## config.mk

```make
export PLATFORM = sky130hd
export DESIGN_NAME = snake_dir_ctrl
export DESIGN_NICKNAME = d
export VERILOG_FILES = /design/src/rtl/snake_pkg.sv /design/src/rtl/btn_debounce.sv /design/src/rtl/snake_dir_ctrl.sv
export SDC_FILE = /design/constraint.sdc
export NUM_CORES = 1
export LEC_CHECK = 0
export CORE_MARGIN = 5
export CORE_UTILIZATION = 40
export DETAILED_ROUTE_END_ITERATION = 10
export PLACE_DENSITY_LB_ADDON = 0.15
export SETUP_SLACK_MARGIN = 0.15
export SLEW_MARGIN = 20
export SYNTH_ARGS = -nofsm -noshare
export SYNTH_HDL_FRONTEND = slang
export SYNTH_SLANG_ARGS = --single-unit
```

## constraint.sdc

```tcl
create_clock -name clock -period 9.7 [get_ports clock]
set_input_delay 1.94 -clock clock [delete_from_list [all_inputs] [get_ports clock]]
set_output_delay 1.94 -clock clock [all_outputs]
set_load 0.05 [all_outputs]
```

## src/rtl/snake_pkg.sv

```systemverilog
// Direction codes and helpers shared by the direction controller and the game logic.
// A direction is a 3-bit code; DIR_IDLE marks "game not started yet".
package snake_pkg;

  typedef logic [2:0] dir_t;

  localparam dir_t DIR_UP    = 3'd1;
  localparam dir_t DIR_RIGHT = 3'd2;
  localparam dir_t DIR_DOWN  = 3'd3;
  localparam dir_t DIR_LEFT  = 3'd4;
  localparam dir_t DIR_IDLE  = 3'd5;

  localparam int NUM_BTN = 4;
  localparam int QDEPTH  = 2;

  function automatic logic is_move_dir(input dir_t d);
    return (d >= DIR_UP) && (d <= DIR_LEFT);
  endfunction

  // Opposite directions have codes two apart. Idle is never opposite to anything.
  function automatic logic is_opposite(input dir_t a, input dir_t b);
    if (!is_move_dir(a) || !is_move_dir(b)) begin
      return 1'b0;
    end
    return (a > b) ? ((a - b) == 3'd2) : ((b - a) == 3'd2);
  endfunction

  // Button index 0..3 (up, right, down, left) maps onto codes 1..4.
  function automatic dir_t btn_to_dir(input int idx);
    return dir_t'(idx + 1);
  endfunction

endpackage

```

## src/rtl/btn_debounce.sv

```systemverilog
// One push-button: 2-flop synchronizer, stability counter and rising-edge press pulse.
// level follows the synchronized input only after DEBOUNCE_CYCLES consecutive differing cycles.
module btn_debounce #(
  parameter int DEBOUNCE_CYCLES = 500000
) (
  input  logic clock,
  input  logic resetn,
  input  logic btn,
  output logic level,
  output logic press
);

  localparam int CW = (DEBOUNCE_CYCLES > 1) ? $clog2(DEBOUNCE_CYCLES) : 1;
  localparam logic [CW-1:0] CNT_LAST = CW'(DEBOUNCE_CYCLES - 1);

  logic          sync1_q, sync1_d;
  logic          sync2_q, sync2_d;
  logic          level_q, level_d;
  logic          press_q, press_d;
  logic [CW-1:0] cnt_q,   cnt_d;

  always_comb begin
    sync1_d = btn;
    sync2_d = sync1_q;
    level_d = level_q;
    cnt_d   = '0;
    // Any cycle where the synchronized level agrees with level_q restarts the count.
    if (sync2_q != level_q) begin
      if (cnt_q == CNT_LAST) begin
        level_d = sync2_q;
      end else begin
        cnt_d = cnt_q + 1'b1;
      end
    end
    press_d = level_d & ~level_q;
  end

  always_ff @(posedge clock) begin
    if (!resetn) begin
      sync1_q <= 1'b0;
      sync2_q <= 1'b0;
      level_q <= 1'b0;
      press_q <= 1'b0;
      cnt_q   <= '0;
    end else begin
      sync1_q <= sync1_d;
      sync2_q <= sync2_d;
      level_q <= level_d;
      press_q <= press_d;
      cnt_q   <= cnt_d;
    end
  end

  assign level = level_q;
  assign press = press_q;

endmodule

```

## src/rtl/snake_dir_ctrl.sv

```systemverilog
// Turns four debounced direction buttons into a 2-deep queue of legal turns,
// popped into the current direction on each game tick.
module snake_dir_ctrl
  import snake_pkg::*;
#(
  parameter int DEBOUNCE_CYCLES = 500000
) (
  input  logic       clock,
  input  logic       resetn,
  input  logic       up,
  input  logic       right,
  input  logic       down,
  input  logic       left,
  input  logic       tick,
  output logic [2:0] move,
  output logic [1:0] qcount,
  output logic       drop
);

  logic [NUM_BTN-1:0] btn_raw;
  logic [NUM_BTN-1:0] btn_level;
  logic [NUM_BTN-1:0] btn_press;
  logic [NUM_BTN-1:0] press_vld;

  assign btn_raw = {left, down, right, up};

  for (genvar gi = 0; gi < NUM_BTN; gi++) begin : g_btn
    btn_debounce #(
      .DEBOUNCE_CYCLES(DEBOUNCE_CYCLES)
    ) u_debounce (
      .clock (clock),
      .resetn(resetn),
      .btn   (btn_raw[gi]),
      .level (btn_level[gi]),
      .press (btn_press[gi])
    );
  end

  // A press only counts while its debounced level still reads pressed.
  assign press_vld = btn_press & btn_level;

  dir_t       move_q,  move_d;
  dir_t       slot0_q, slot0_d;
  dir_t       slot1_q, slot1_d;
  logic [1:0] cnt_q,   cnt_d;
  logic       drop_q,  drop_d;

  dir_t win_dir;
  dir_t tail_dir;
  dir_t ref_dir;
  logic any_press;
  logic multi_press;
  logic accept;
  logic full;
  logic pop;
  logic push;

  // Lowest index wins, giving up > right > down > left.
  always_comb begin
    win_dir = DIR_IDLE;
    for (int i = NUM_BTN - 1; i >= 0; i--) begin
      if (press_vld[i]) begin
        win_dir = btn_to_dir(i);
      end
    end
  end

  assign any_press   = |press_vld;
  assign multi_press = (press_vld & (press_vld - NUM_BTN'(1))) != '0;
  assign full        = (cnt_q == 2'(QDEPTH));
  assign tail_dir    = full ? slot1_q : slot0_q;
  assign ref_dir     = (cnt_q == 2'd0) ? move_q : tail_dir;
  assign accept      = any_press &&
                       ((ref_dir == DIR_IDLE) ||
                        ((win_dir != ref_dir) && !is_opposite(win_dir, ref_dir)));
  assign pop         = tick && (cnt_q != 2'd0);
  assign push        = accept && (!full || tick);

  always_comb begin
    move_d  = move_q;
    slot0_d = slot0_q;
    slot1_d = slot1_q;
    cnt_d   = cnt_q;
    drop_d  = 1'b0;

    if (multi_press || (any_press && !accept) || (accept && !push)) begin
      drop_d = 1'b1;
    end

    if (pop) begin
      move_d = slot0_q;
    end

    // slot0 is always the head; a simultaneous pop and push shifts and appends.
    case ({pop, push})
      2'b10: begin
        slot0_d = slot1_q;
        cnt_d   = cnt_q - 2'd1;
      end
      2'b01: begin
        if (cnt_q == 2'd0) begin
          slot0_d = win_dir;
        end else begin
          slot1_d = win_dir;
        end
        cnt_d = cnt_q + 2'd1;
      end
      2'b11: begin
        if (full) begin
          slot0_d = slot1_q;
          slot1_d = win_dir;
        end else begin
          slot0_d = win_dir;
        end
      end
      default: begin
      end
    endcase
  end

  always_ff @(posedge clock) begin
    if (!resetn) begin
      move_q  <= DIR_IDLE;
      slot0_q <= DIR_IDLE;
      slot1_q <= DIR_IDLE;
      cnt_q   <= 2'd0;
      drop_q  <= 1'b0;
    end else begin
      move_q  <= move_d;
      slot0_q <= slot0_d;
      slot1_q <= slot1_d;
      cnt_q   <= cnt_d;
      drop_q  <= drop_d;
    end
  end

  assign move   = move_q;
  assign qcount = cnt_q;
  assign drop   = drop_q;

endmodule

```

==> reports/results.ini <==
[run_status]
outcome = completed

[run]
drv_cap = 0

[critical_path]
start_kind = input port
r2r_end = slot0_q[1]
worstRegToRegCells = 12
cp.arrival_ns = 4.20
required_ns = 9.96
path_max_fanout = 19
r2r_slack_ns = 5.89
critPathLaunch = resetn
r2r_start = g_btn[0].u_debounce.level
crit_type = in -> reg
endpoint = g_btn[1].u_debounce.cnt_q[14]
cp-end-kind = register

[worst_hold_path]
hp-class = reg -> reg

[power]
power_leakage_nw = 1.71
ir_drop_mv = 0.103
p_per_area_mw_per_mm2 = 176

[logic_synthesis]
synth_seq_cells = 104
synth_enable_flop_cells = 0
yosys-top-cells-area = dfxtp_1 (45%), xor2_1 (8.4%), nor2_1 (7.6%)
dominantRegCellSynth = dfxtp_1
avgSynthCellArea_um2 = 8.75
async_reset_ff_frac = 0
synth_fp_nets = 540
synth.distinct_cells = 52
yosysSeqAreaShare = 0.453
syn-instance-count = 525
mappedNetlistArea_mm2 = 0.00459
yosys_warnings = 0
synth_top_area_frac = 0.453
synth_top_area_cell = dfxtp_1
synth_most_common_cell = dfxtp_1
synth_top_cells_by_count = dfxtp_1 (104), nor2_1 (93), nand2_1 (46)

[floorplanning]
core_mm2 = 0.0113
die_w_um = 117
rows = 39
dieArea_mm2 = 0.0137
ioPinCount = 13
die_h_um = 117
initial_core_util = 0.406

[sta]
worst_pin_slew_ns = 0.846
post-route-min-period_ns = 3.94
finalHoldViolCount = 0
maxSlewViolCount = 0
rsz0062_at_grt = no
setup_violations = 0
fin_setup_tns_ns = 0
finalCritPeriodShare = 0.406
skew_ns = 0.00551
slew_headroom = 0.436
fmax_ghz = 0.254
whs_ns = 0.433

[final_layout]
n_antenna_cell = 0
fin_nets = 548
layout-area-overhead-vs-synth_pct = 11.6
drive_above_1_share = 0.0428

[cts]
cts_resized = 0
clk_pin_slew_ns = 0.07
insertion_delay_ns = 0.34
cts-hold-fix-buffers = 0
cts_tree = built
clock-sinks = 104
cts_post_setup_buffers_inserted = 0
cts_made_buffers = 9
clk_path_buf_depth = 2
cts_root_buf = clkbuf_16
cts_max_level = 3

[global_route]
track_usage = 0.134
grt_pass1_vias = 3357
grt_max_degree = 20
grt_overflow_total = 0
grt_pass1_wl_um = 14900
antenna_found_initial = 0

[route]
num_vias = 3432
detail-route-antenna-nets = 0
drtPass1Iterations = 4
post_drt_wl_per_cell_um = 12.2
wirelength_um = 8280
drt_first_iter_violations = 187
drc = 0
avgViaCountPerCell = 5.04

[placed_design]
io_buffers = 12
dpl.hpwl_um = 5930
gp_congestion = 0.810

-- sequential cells by signal, summed over array words and instances, names as in the netlist --
| signal | flops |
|---|---|
| qcount | 2 |
| g_btn.u_debounce.cnt_q | 76 |
| slot1_q | 3 |
| slot0_q | 3 |
| g_btn.u_debounce.press | 4 |
| move | 3 |
| g_btn.u_debounce.sync2_q | 4 |
| drop | 1 |
| g_btn.u_debounce.level | 4 |
| g_btn.u_debounce.sync1_q | 4 |
-- metrics by stage --
| step | area, um^2 | std cells | util | setup slack (ns) | total power, W |
|---|---|---|---|---|---|
| floorplan | 4590 | 525 | - | 6.08 | 0.000529 |
| global placement | 4820 | 665 | 0.426 | 5.43 | 0.000550 |
| detailed placement | 4820 | 665 | 0.426 | 5.34 | 0.000550 |
| CTS | 5120 | 681 | 0.452 | 5.72 | 0.000914 |
| global route | 5120 | 681 | 0.452 | 5.55 | 0.000945 |
| finish | 5120 | 681 | 0.452 | 5.76 | 0.000900 |
-- worst min path at each step --
| stage | to | slack, ns | startpoint | cells after the start |
|---|---|---|---|---|
| final | g_btn[0].u_debounce.sync2_q | 0.43 | g_btn[0].u_debounce.sync1_q | 1 |
| after global routing | g_btn[0].u_debounce.sync2_q | 0.44 | g_btn[0].u_debounce.sync1_q | 1 |
| after CTS | g_btn[0].u_debounce.sync2_q | 0.44 | g_btn[0].u_debounce.sync1_q | 1 |
| after detailed placement | g_btn[0].u_debounce.sync2_q | 0.42 | g_btn[0].u_debounce.sync1_q | 1 |
| after global placement | g_btn[0].u_debounce.sync2_q | 0.42 | g_btn[0].u_debounce.sync1_q | 1 |
| after floorplan | g_btn[0].u_debounce.sync2_q | 0.41 | g_btn[0].u_debounce.sync1_q | 1 |
-- where the power goes --
group / total [W] / internal, W / switching [W]
clock: 0.000360 / 0.000213 / 0.000147
sequential: 0.000444 / 0.000434 / 0.0000102
combinational: 0.0000963 / 0.0000376 / 0.0000587
-- kinds of logic (layout without fill, tap and decap cells) --
group / count (synthesis) / in the layout / synth area share
and+or+nand+nor: 246 / 246 / 0.253
DFF: 104 / 104 / 0.453
xor gates and xnor gates: 67 / 67 / 0.128
AOI/OAI and AO/OA: 56 / 56 / 0.0894
buffers and inverters: 33 / 46 / 0.0297
muxes: 11 / 11 / 0.0245
adders and majority gates: 8 / 8 / 0.0218
-- layer usage --
layer / part of all wire / routed length [um] / global-route usage
met1: 0.51 / 4230 / 0.174
met2: 0.45 / 3760 / 0.213
met3: 0.028 / 230 / 0.0463
met4: 0.0074 / 61 / 0.0375
met5: 0 / 0 / 0
-- critical path, stage by stage --
cell             delay, ns
clkdlybuf4s50_1       0.87
inv_1                 0.41
or3_1                 0.74
a21oi_1               0.22
-- area by class of cell --
type	instances	area (um^2)
multi-input combinational	388	2370
inverter	18	67.6
fill	1126	6200
sequential	104	2080
tap	143	179
timing repair buffer	12	120
clock inverter	3	40.0
clock buffer	13	260
-- placed cells by master, fill, tap and decap left out, types with 8 or more instances in the layout --
master and count:
dfxtp_1 104, and2_1 9, or3_1 12, clkdlybuf4s50_1 12, nand3_1 31, nor2_1 93
ha_1 8, xor2_1 44, o21ai_0 10, clkbuf_16 9, inv_1 17, mux2i_1 9
a21oi_1 15, nand2_1 46, nand4_1 11, and3_1 15, xnor2_1 23, nor3_1 8
No activity file was read; power rests on OpenSTA's default activity.
